File: src/rtl/stepup_burst_sched.sv
// Read-side scheduler for the 32->64 step-up FIFO: drains the FIFO in
// fixed-length bursts onto a 64-bit valid/ready/last stream, with a
// flush path that lets a partial tail leave as a short burst.
//
//   state    | meaning
//   ---------+-----------------------------------------------------------
//   ST_IDLE  | no burst open; start conditions evaluated every cycle
//   ST_BURST | reads issued up to r_len, beats streamed until tlast taken
module stepup_burst_sched #(
  parameter int DW = 64,
  parameter int CW = 32,
  parameter int LW = 8
) (
  input  logic          clk,
  input  logic          rst_n,
  input  logic          enable,
  input  logic [LW-1:0] burst_len,
  input  logic          flush_req,
  output logic          fifo_rden,
  input  logic          fifo_empty,
  input  logic [CW-1:0] fifo_dcnt,
  input  logic [DW-1:0] fifo_dout,
  output logic [DW-1:0] m_tdata,
  output logic          m_tvalid,
  input  logic          m_tready,
  output logic          m_tlast,
  output logic          busy,
  output logic [31:0]   burst_cnt
);

  localparam logic ST_IDLE  = 1'b0;
  localparam logic ST_BURST = 1'b1;

  logic          r_state;
  logic [LW-1:0] r_len;
  logic [LW-1:0] r_issued;
  logic [LW-1:0] r_sent;
  logic          r_flush_pending;
  logic [31:0]   r_burst_cnt;

  // Two-entry skid; r_skid0 is always the head
  logic          r_inflight;
  logic [1:0]    r_occ;
  logic [DW-1:0] r_skid0;
  logic [DW-1:0] r_skid1;

  logic [LW-1:0] w_len_eff;
  logic [CW-1:0] w_len_eff_wide;
  logic          w_dcnt_short;
  logic          w_full_ok;
  logic          w_flush_ok;
  logic          w_start;
  logic          w_short_start;
  logic [LW-1:0] w_start_len;
  logic          w_pop;
  logic          w_push;
  logic [2:0]    w_fill;
  logic          w_rden;
  logic          w_last;
  logic          w_done;

  assign w_len_eff      = (burst_len == '0) ? LW'(1) : burst_len;
  assign w_len_eff_wide = {{(CW-LW){1'b0}}, w_len_eff};
  assign w_dcnt_short   = (fifo_dcnt < w_len_eff_wide);

  // A full burst always takes priority over a flush-driven one
  assign w_full_ok     = enable && !w_dcnt_short;
  assign w_flush_ok    = r_flush_pending && (fifo_dcnt != '0);
  assign w_start       = (r_state == ST_IDLE) && (w_full_ok || w_flush_ok);
  assign w_short_start = w_start && !w_full_ok && w_dcnt_short;
  assign w_start_len   = w_short_start ? fifo_dcnt[LW-1:0] : w_len_eff;

  assign w_pop  = m_tvalid && m_tready;
  assign w_push = r_inflight;

  // Words the skid will hold once the in-flight read lands, net of this pop;
  // a new read is only safe if that leaves a free slot for it
  assign w_fill = {1'b0, r_occ} + {2'b00, r_inflight} - {2'b00, w_pop};
  assign w_rden = (r_state == ST_BURST) && !fifo_empty &&
                  (r_issued < r_len) && (w_fill < 3'd2);

  assign w_last = m_tvalid && (r_sent == (r_len - LW'(1)));
  assign w_done = w_pop && w_last;

  assign fifo_rden = w_rden;
  assign m_tvalid  = (r_occ != 2'd0);
  assign m_tdata   = r_skid0;
  assign m_tlast   = w_last;
  assign busy      = (r_state == ST_BURST);
  assign burst_cnt = r_burst_cnt;

  // Burst FSM: start/length capture, issue and beat counters, burst counter
  always_ff @(posedge clk or negedge rst_n) begin
    if (!rst_n) begin
      r_state     <= ST_IDLE;
      r_len       <= '0;
      r_issued    <= '0;
      r_sent      <= '0;
      r_burst_cnt <= '0;
    end else begin
      case (r_state)
        ST_IDLE: begin
          if (w_start) begin
            r_state  <= ST_BURST;
            r_len    <= w_start_len;
            r_issued <= '0;
            r_sent   <= '0;
          end
        end
        default: begin
          if (w_rden) r_issued <= r_issued + LW'(1);
          if (w_pop)  r_sent   <= r_sent + LW'(1);
          if (w_done) begin
            r_state     <= ST_IDLE;
            r_burst_cnt <= r_burst_cnt + 32'd1;
          end
        end
      endcase
    end
  end

  // Flush request latch; a new request wins over any same-cycle clear
  always_ff @(posedge clk or negedge rst_n) begin
    if (!rst_n) begin
      r_flush_pending <= 1'b0;
    end else if (flush_req) begin
      r_flush_pending <= 1'b1;
    end else if (w_short_start ||
                 ((r_state == ST_IDLE) && (fifo_dcnt == '0))) begin
      r_flush_pending <= 1'b0;
    end
  end

  // Skid buffer: capture read data the cycle after rden, shift on pop
  always_ff @(posedge clk or negedge rst_n) begin
    if (!rst_n) begin
      r_inflight <= 1'b0;
      r_occ      <= 2'd0;
      r_skid0    <= '0;
      r_skid1    <= '0;
    end else begin
      r_inflight <= w_rden;
      case ({w_push, w_pop})
        2'b10: begin
          if (r_occ == 2'd0) r_skid0 <= fifo_dout;
          else               r_skid1 <= fifo_dout;
          r_occ <= r_occ + 2'd1;
        end
        2'b01: begin
          r_skid0 <= r_skid1;
          r_occ   <= r_occ - 2'd1;
        end
        2'b11: begin
          if (r_occ == 2'd1) begin
            r_skid0 <= fifo_dout;
          end else begin
            r_skid0 <= r_skid1;
            r_skid1 <= fifo_dout;
          end
        end
        default: ;
      endcase
    end
  end

endmodule

File: config.mk
export PLATFORM = sky130hd
export DESIGN_NAME = stepup_burst_sched
export DESIGN_NICKNAME = d
export VERILOG_FILES = /design/src/rtl/stepup_burst_sched.sv
export SDC_FILE = /design/constraint.sdc
export NUM_CORES = 1
export LEC_CHECK = 0
export ABC_CLOCK_PERIOD_IN_PS = 3400
export CAP_MARGIN = 20
export CORE_MARGIN = 2
export CORE_UTILIZATION = 30
export CTS_CLUSTER_SIZE = 14
export DETAILED_ROUTE_END_ITERATION = 7
export HOLD_SLACK_MARGIN = 0.03
export SLEW_MARGIN = 10
export SYNTH_ARGS = -nofsm -noshare
export SYNTH_HDL_FRONTEND = slang
export SYNTH_SLANG_ARGS = --single-unit
File: constraint.sdc
create_clock -name clk -period 3.4 [get_ports clk]
set_input_delay 0.51 -clock clk [delete_from_list [all_inputs] [get_ports clk]]
set_output_delay 0.51 -clock clk [all_outputs]
set_load 0.01 [all_outputs]
==> impl_metrics.tcl, run 1 <==
set metrics [dict create \
    ys.flop_type "dfrtp_1" \
    first_global_vias 7243 \
    gr-usage-all-layers 0.154 \
    startpoint_type "flop" \
    dp_hpwl_um 16100 \
    max_slew_margin 0.533 \
    switching_share 0.369 \
    p_per_area_mw_per_mm2 792 \
    cpPeakStageDelay_ps 480 \
    yosysSeqAreaShare 0.522 \
    synthXorXnorAreaFrac 0.0426 \
    core_area_mm2 0.0297 \
    fmax_mhz 301 \
    synth_compound_area_frac 0.132 \
    critPathSlowestCell "fa_1" \
    drtIter0Drc 295 \
    path_max_fanout 2 \
    synth_edf_count 0 \
    synthToLayoutAreaGrowth_pct 37.6 \
    period_share 0.978 \
    internal_power_mw 6.23 \
    cp.arrival_ps 2810 \
    wl_met3_um 1860 \
    synth_fa_ha_area_frac 0.0354 \
    placed_cells 1408 \
    seqPwrFrac 0.372 \
    grt_start_max_net_pins 85 \
    path_class "reg2out" \
    insertion_delay_ps 430 \
    drc_errors 0 \
    synth_mux_area_frac 0.101 \
    cts_tree "done" \
    fin_skew_ps 16.4 \
    outcome "finished clean" \
    tightest_slew_ps 701 \
    post-place-ws_ps -623 \
    met1_length_um 10600 \
    fin_nets 1173 \
    drv_cap 0 \
    vias_per_cell 4.88 \
    met2WireLength_um 11100 \
    final_cells 1441 \
    drtAntennaViolNets 0 \
    synth_area_per_cell_um2 10.9 \
    rsz0062_at_grt "true" \
    clock_path_buffers 2 \
    dieArea_mm2 0.0316 \
    cts_made_buffers 17 \
    grt_pass1_wl_um 38600 \
    synth_cell_type_count 55 \
    root_buffer "clkbuf_16" \
    finalSetupViolations 0 \
    wl_per_cell_um 16.4 \
    rows 63 \
    htreeDepth 4 \
    drt_wl_total_um 23600 \
    layout-drive-gt1-share 0.148 \
    initial_core_util 0.305 \
    yosys.area_share.simple 0.130 \
    synth_fp_nets 967 \
    syn_area_mm2 0.00905 \
    num_vias 7030 \
    cts_hold_buf 0 \
    worst_hold_path_type "in2async" \
    p_leak_nw 5.32 \
    syn-instance-count 832 \
    rrSetupSlack_ps 430 \
    synthArstFlopShare 1.00 \
    layout_common_cells "206 x clkdlybuf4s50_1, 188 x dfrtp_1, 95 x nand2_1" \
    grt_overflow_total 0 \
    required_ps 2890 \
    antenna_found_initial 0 \
    worst_slack_ps 75.9 \
    cts.sinks 189 \
    critPathCaptureType "output port" \
    crit_chain "inv_2, ha_4, nor2b_4, ha_4, nand2b_4, fa_1, nand2_1, nor4_2, o221ai_1, a21o_1, inv_2, buf_6" \
    fill_cells 2860 \
    cts.clk_slew.worst_paths_ps 90 \
    synth_top_family_by_area "compound AO/OA/AOI/OAI gates" \
    pwr-share-comb 0.409 \
    hold_violations 0 \
    slew_viol_final 0 \
    ys_warn_count 0 \
    drt_pass1_iterations 4 \
    fin_area_mm2 0.0125 \
    tns_ps 0 \
    clockPowerShare 0.219 \
    ys_ff_latch 189 \
    top_layer "met4" \
    final_common_cell "clkdlybuf4s50_1" \
    switchingPower_mw 3.64 \
    gp_congestion 0.752 \
    ioPinCount 210 \
    antennaDiodeCount 0 \
    placed_area_mm2 0.0118 \
    ir_drop_mv 0.477 \
    io_buffers 209 \
    die_h_um 178 \
    die_x_um 178 \
    finalCriticalPeriod_ps 3320 \
]
per-stage QoR:
step                       util  hold WS (ps)  total power, mW
final                     0.419           123             9.87
after global routing      0.419           161             10.6
after CTS                 0.419           133             10.0
after detailed placement  0.396           461             7.72
after global placement    0.396           458             7.64
after floorplan               -           214             5.92
repair_timing:
action,4_1_cts,5_1_grt
resized for setup,17,1
setup endpoints to repair,1,2
endpoints found under the hold margin,0,0
pin swaps,2,1
buffers inserted,0,1
kinds of logic after synthesis:
kind of cell               count (synthesis)
and+or+nand+nor                          220
AOI/OAI and AO/OA                        190
DFF                                      189
muxes                                     83
buffers and inverters                     81
xor gates and xnor gates                  44
adders and majority gates                 25
cells in the mapped netlist, types with 10 or more instances:
cell | n | share of area
a22oi_1 | 64 | 0.053
o21ai_0 | 75 | 0.041
mux2_2 | 66 | 0.082
a21oi_1 | 20 | 0.011
nor4_1 | 12 | 0.0083
nand4_1 | 20 | 0.014
nand2_1 | 95 | 0.039
xnor2_1 | 10 | 0.0097
nor2_1 | 12 | 0.0050
mux2i_1 | 17 | 0.019
ha_1 | 24 | 0.033
clkbuf_1 | 38 | 0.016
xor2_1 | 34 | 0.033
dfrtp_1 | 189 | 0.52
nand3_1 | 16 | 0.0088
nor3_1 | 22 | 0.012
nor4_2 | 11 | 0.015
inv_1 | 32 | 0.013
and3_1 | 10 | 0.0069
worst paths after layout:
path | start | end | cells past startpoint
max in group asynchronous | rst_n | r_len[0] | 2
worst max register to register | r_occ[0] | r_issued[6] | 13
worst min register to register | burst_cnt[31] | burst_cnt[31] | 1
worst max-delay path | r_occ[0] | fifo_rden | 12
worst min-delay path | rst_n | r_skid1[29] | 1
min in group clk | burst_cnt[31] | burst_cnt[31] | 1
layout make-up:
cell class / count / area [µm²] / area share
inverter: 32 / 120 / 0.00964
multi-input combinational: 562 / 4070 / 0.327
tap: 390 / 488 / 0.0392
clock buffer: 17 / 425 / 0.0342
sequential: 189 / 4730 / 0.380
timing repair buffer: 236 / 2400 / 0.193
clock inverter: 15 / 219 / 0.0176
routing by layer:
layer,up-vias,track usage
met5,-,0
met4,0,0.0232
met3,7,0.0598
met2,142,0.249
met1,3463,0.199
li1,3418,-
registers in the layout, summed over array words and instances, names as in the netlist:
| register | cells |
|---|---|
| busy | 1 |
| r_occ | 2 |
| r_skid1 | 64 |
| burst_cnt | 32 |
| m_tdata | 64 |
| r_len | 8 |
| r_flush_pending | 1 |
| r_sent | 8 |
| r_inflight | 1 |
| r_issued | 8 |
power by group through the flow:
stage               clock (mW)  combinational [mW]  sequential (mW)
floorplan                    0                2.17             3.76
global placement             0                3.97             3.68
detailed placement           0                4.02             3.70
CTS                       2.24                4.09             3.67
global route              2.33                4.50             3.80
finish                    2.16                4.04             3.67
critical path: cells and delay by family (launching register included):
kind                       cells  cell delay (ps)
adders and majority gates      3              850
and+or+nand+nor                4              560
AOI/OAI and AO/OA              2              380
DFF                            1              370
buffers and inverters          3              230
(Power assumes the default switching activity.)
==> run 2: changes to the inputs <==
--- a/config.mk
+++ b/config.mk
@@ -5,13 +5,14 @@
 export SDC_FILE = /design/constraint.sdc
 export NUM_CORES = 1
 export LEC_CHECK = 0
-export ABC_CLOCK_PERIOD_IN_PS = 3400
+export ABC_CLOCK_PERIOD_IN_PS = 2950
 export CAP_MARGIN = 20
 export CORE_MARGIN = 2
 export CORE_UTILIZATION = 30
 export CTS_CLUSTER_SIZE = 14
 export DETAILED_ROUTE_END_ITERATION = 7
-export HOLD_SLACK_MARGIN = 0.03
+export HOLD_SLACK_MARGIN = 0.05
+export SETUP_SLACK_MARGIN = 0.15
 export SLEW_MARGIN = 10
 export SYNTH_ARGS = -nofsm -noshare
 export SYNTH_HDL_FRONTEND = slang
==> constraint.sdc (replaced) <==
create_clock -name clk -period 2.95 [get_ports clk]
set_input_delay 0.4425 -clock clk [delete_from_list [all_inputs] [get_ports clk]]
set_output_delay 0.4425 -clock clk [all_outputs]
set_load 0.01 [all_outputs]
==> run 2 against run 1 <==
Effect of this change: the flow now finishes with violations (setup timing); clock power rose by 2%; design area rose by 1.0%; global-route usage rose by 0.11 points.
==> impl_metrics.tcl, run 2 (synthesis results as in run 1) <==
set metrics [dict create \
    antennaDiodeCount 0 \
    fill_cells 2844 \
    pwr-share-comb 0.433 \
    layout-drive-gt1-share 0.171 \
    slew_viol_final 0 \
    placed_cells 1417 \
    wl_per_cell_um 16.1 \
    hold_violations 0 \
    grt_overflow_total 0 \
    tightest_slew_ps 593 \
    tns_ps -339 \
    path_class "reg2out" \
    p_leak_nw 5.39 \
    violations "setup timing" \
    fmax_mhz 304 \
    cts.clk_slew.worst_paths_ps 70 \
    clockPowerShare 0.195 \
    period_share 1.11 \
    grt_start_max_net_pins 73 \
    r2r_start "r_occ[1]" \
    finalPower_mw 11.4 \
    drtIter0Drc 387 \
    p_per_area_mw_per_mm2 902 \
    worst_slack_ps -339 \
    regArea_mm2 0.00473 \
    cts.sinks 189 \
    drc_errors 0 \
    internal_power_mw 7.32 \
    dp_hpwl_um 16300 \
    r2r-end "r_issued[4]" \
    startpoint_type "flop" \
    max_slew_margin 0.603 \
    rrSetupSlack_ps 30 \
    ioPinCount 210 \
    gr-usage-all-layers 0.155 \
    fin_nets 1192 \
    gp_congestion 0.765 \
    antenna_found_initial 0 \
    final_cells 1460 \
    grt_pass1_wl_um 39000 \
    drtAntennaViolNets 0 \
    holdWs_ps 468 \
    insertion_delay_ps 430 \
    finalSetupViolations 1 \
    die_x_um 178 \
    vias_per_cell 4.89 \
    min-delay-start "burst_cnt[31]" \
    root_buffer "clkbuf_16" \
    seqPwrFrac 0.372 \
    dieArea_mm2 0.0316 \
    required_ps 2510 \
    critPathCaptureType "output port" \
    cts_tree "done" \
    worst_hold_path_type "reg2reg" \
    worstHoldEndpoint "burst_cnt[31]" \
    finalCriticalPeriod_ps 3290 \
    cp.arrival_ps 2850 \
    switchingPower_mw 4.03 \
    whs_path_depth 1 \
    layout_common_cells "205 x clkdlybuf4s50_1, 189 x dfrtp_1, 93 x nand2_1" \
    switching_share 0.355 \
    path_max_fanout 3 \
    num_vias 7146 \
    drv_cap 0 \
    multi_input_area_mm2 0.00413 \
    synthToLayoutAreaGrowth_pct 39.0 \
    core_area_mm2 0.0297 \
    initial_core_util 0.305 \
    cts_made_buffers 17 \
    clock_path_buffers 2 \
    rsz0062_at_grt "true" \
    drt_wl_total_um 23500 \
    outcome "finished, violations left" \
    final_common_cell "clkdlybuf4s50_1" \
    rows 63 \
    final_util 0.424 \
    ir_drop_mv 0.606 \
    io_buffers 209 \
    fin_skew_ps 14.2 \
    htreeDepth 4 \
    first_global_vias 7349 \
    die_h_um 178 \
    drt_pass1_iterations 4 \
    worst-r2r-cell-count 13 \
]
## run 2: changes by cell type in the layout (fill, tap and decap cells not counted), sizes merged
cell,delta
buf,+19
clkbuf,+6
inv,-6
clkdlybuf4s50,-1
clkinv,-1
clkinvlp,+1
dlygate4sd3,+1
## run 2: worst max-delay path by stage
stage,start,to,slack [ps]
floorplan,r_occ[1],r_issued[4],30
detailed placement,m_tready,fifo_rden,-1020
finish,r_occ[1],fifo_rden,-340
CTS,r_occ[1],fifo_rden,-400
global placement,m_tready,fifo_rden,-910
global route,r_occ[1],fifo_rden,-490
## run 2: worst max-delay path, stage by stage (launching register included)
cell	delay, ps
dfrtp_1	360
inv_2	60
ha_4	160
nor2b_4	130
ha_4	200
nand2b_4	130
fa_1	490
nand2_2	70
nor4_4	260
o221ai_2	150
a21o_1	230
inv_4	70
buf_6	100
## run 2: final cells by class
type,count,share of cell area
flip-flops and latches,189,0.376
multi-input cells,562,0.328
repair buffers,255,0.204
well taps,390,0.0388
clock buffers,23,0.0380
inverters,32,0.00974
clock inverters,9,0.00606
## run 2: layer usage
layer | track usage | share of wire | vias up
met3 | 0.0632 | 0.079 | 14
met2 | 0.243 | 0.47 | 162
met4 | 0.0335 | 0.0085 | 0
met1 | 0.201 | 0.44 | 3513
li1 | - | - | 3457
met5 | 0 | 0 | -
## run 2: repair_timing
action | CTS | global route
pin swaps | 15 | 4
endpoints found under the setup margin | 10 | 11
setup buffers | 7 | 3
endpoints found under the hold margin | 60 | 0
resized for setup | 25 | 8
hold buffers | 1 | 0
## run 2: stage by stage
step | setup WS, ps | area (µm²)
floorplan | 26.4 | 9090
global placement | -905 | 11900
detailed placement | -1020 | 11900
CTS | -398 | 12500
global route | -487 | 12600
finish | -339 | 12600
## run 2: power by group through the flow
| stage | logic, mW | clock network (mW) | registers [mW] |
|---|---|---|---|
| 2_1_floorplan | 2.56 | 0 | 4.34 |
| 3_3_place_gp | 4.69 | 0 | 4.23 |
| 3_5_place_dp | 4.78 | 0 | 4.26 |
| 4_1_cts | 4.95 | 2.28 | 4.23 |
| 5_1_grt | 5.47 | 2.39 | 4.37 |
| 6_report | 4.92 | 2.21 | 4.22 |
==> run 3: changes to the inputs <==
--- a/config.mk
+++ b/config.mk
@@ -7,7 +7,6 @@
 export LEC_CHECK = 0
 export ABC_CLOCK_PERIOD_IN_PS = 2950
 export CAP_MARGIN = 20
-export CORE_MARGIN = 2
 export CORE_UTILIZATION = 30
 export CTS_CLUSTER_SIZE = 14
 export DETAILED_ROUTE_END_ITERATION = 7
==> run 3 against run 2 <==
Effect of this change: the run still ends with setup timing left; routed wire length hardly changed; highest routed layer unchanged; largest cell class unchanged; largest power group unchanged; clock power up 9%; register-to-register slack worse by 150 ps; sequential power hardly changed.
==> impl_metrics.tcl, run 3 (synthesis results as in run 1) <==
set metrics [dict create \
    outcome "finished, violations left" \
    violations "setup timing" \
    final_util 0.428 \
    synthToLayoutAreaGrowth_pct 40.0 \
    initial_core_util 0.306 \
    insertion_delay_ps 450 \
    fin_area_mm2 0.0127 \
    antennaDiodeCount 0 \
    rsz0062_at_grt "true" \
    wl_per_cell_um 16.1 \
    gp_congestion 0.777 \
    final_cells 1456 \
    max_slew_margin 0.609 \
    cts_made_buffers 17 \
    cp.arrival_ps 2830 \
    tightest_slew_ps 584 \
    p_per_area_mw_per_mm2 910 \
    dieArea_mm2 0.0309 \
    htreeDepth 4 \
    drv_cap 0 \
    final_common_cell "clkdlybuf4s50_1" \
    grt_overflow_total 0 \
    die_x_um 176 \
    layout_common_cells "206 x clkdlybuf4s50_1, 189 x dfrtp_1, 93 x nand2_1" \
    fin_nets 1188 \
    root_buffer "clkbuf_16" \
    critPathCaptureType "output port" \
    grt_start_max_net_pins 129 \
    p_leak_nw 5.40 \
    drt_wl_total_um 23500 \
    drt_pass1_iterations 5 \
    post-place-ws_ps -966 \
    io_buffers 209 \
    hold_violations 0 \
    fmax_mhz 305 \
    antenna_found_initial 0 \
    cts_tree "done" \
    path_max_fanout 2 \
    dp_hpwl_um 16000 \
    startpoint_type "input pin" \
    drtIter0Drc 392 \
    grt_pass1_wl_um 38600 \
    required_ps 2510 \
    tns_ps -741 \
    finalSetupViolations 6 \
    period_share 1.11 \
    ir_drop_mv 0.431 \
    first_global_vias 7225 \
    rows 63 \
    slew_viol_final 0 \
    path_class "in2out" \
    placed_area_mm2 0.0119 \
    die_h_um 176 \
    num_vias 7030 \
    worst_hold_path_type "reg2reg" \
    core_area_mm2 0.0296 \
    placed_cells 1413 \
    fin_skew_ps 26.3 \
    drtAntennaViolNets 0 \
    vias_per_cell 4.83 \
    cpPeakStageDelay_ps 520 \
    layout-drive-gt1-share 0.174 \
    worst_slack_ps -326 \
    fill_cells 2840 \
    gr-usage-all-layers 0.157 \
    drc_errors 0 \
    finalCriticalPeriod_ps 3280 \
    cts.clk_slew.worst_paths_ps 80 \
    crit_chain "clkdlybuf4s50_1, nor2b_4, ha_4, nand2b_4, fa_1, nand2_2, nor4_4, o221ai_2, a21o_1, inv_4, buf_6" \
    finalPower_mw 11.5 \
    ioPinCount 210 \
    critPathSlowestCell "clkdlybuf4s50_1" \
    clock_path_buffers 2 \
    cts.sinks 189 \
    holdWs_ps 470 \
]
## run 3: cell count changes in the layout (fill, tap and decap cells not counted), sizes merged
cell and change:
clkinvlp -1, inv +3, dlygate4sd2 -1, clkinv +3
clkdlybuf4s50 +1, clkbuf -5, buf -4
## run 3: path summary, 6_finish.rpt
kind / from / endpoint / slack, ps / cells after the start
max in group asynchronous: rst_n / m_tdata[39] / 1630 / 3
min in group asynchronous: rst_n / m_tdata[52] / 570 / 2
hold / removal: burst_cnt[31] / burst_cnt[31] / 470 / 1
setup / recovery: m_tready / fifo_rden / -330 / 11
hold reg to reg: burst_cnt[31] / burst_cnt[31] / 470 / 1
setup reg to reg: r_occ[0] / r_issued[6] / -120 / 14
## run 3: what timing repair did
| item | in CTS | in global routing |
|---|---|---|
| hold buffers | 1 | 0 |
| setup endpoints to repair | 10 | 10 |
| endpoints found under the hold margin | 63 | 0 |
| gates resized for setup | 20 | 13 |
| setup buffers | 3 | 7 |
| pin swaps | 5 | 12 |
## run 3: cell type report
type	instances	area, µm²	area share
multi-input combinational	562	4150	0.327
inverter	32	123	0.00967
timing repair buffer	251	2560	0.202
clock buffer	18	439	0.0346
tap	390	488	0.0385
sequential	189	4730	0.373
clock inverter	14	185	0.0146
## run 3: worst max-delay path, delay by kind of cell
family	cells	cell delay, ps
and+or+nand+nor	4	640
buffers and inverters	3	680
adders and majority gates	2	690
AOI/OAI and AO/OA	2	370
## run 3: report_power, final
part | internal [mW] | switching, mW | total (mW)
Combinational | 2.54 | 2.38 | 4.92
Sequential | 3.60 | 0.609 | 4.21
Clock | 1.18 | 1.22 | 2.41
## run 3: per-layer routing
| layer | up-vias | wire length [µm] | global-route usage |
|---|---|---|---|
| met5 | - | 0 | 0 |
| met4 | 0 | 231 | 0.0355 |
| met3 | 14 | 1930 | 0.0634 |
| met2 | 173 | 10900 | 0.252 |
| met1 | 3393 | 10400 | 0.196 |
| li1 | 3450 | - | - |
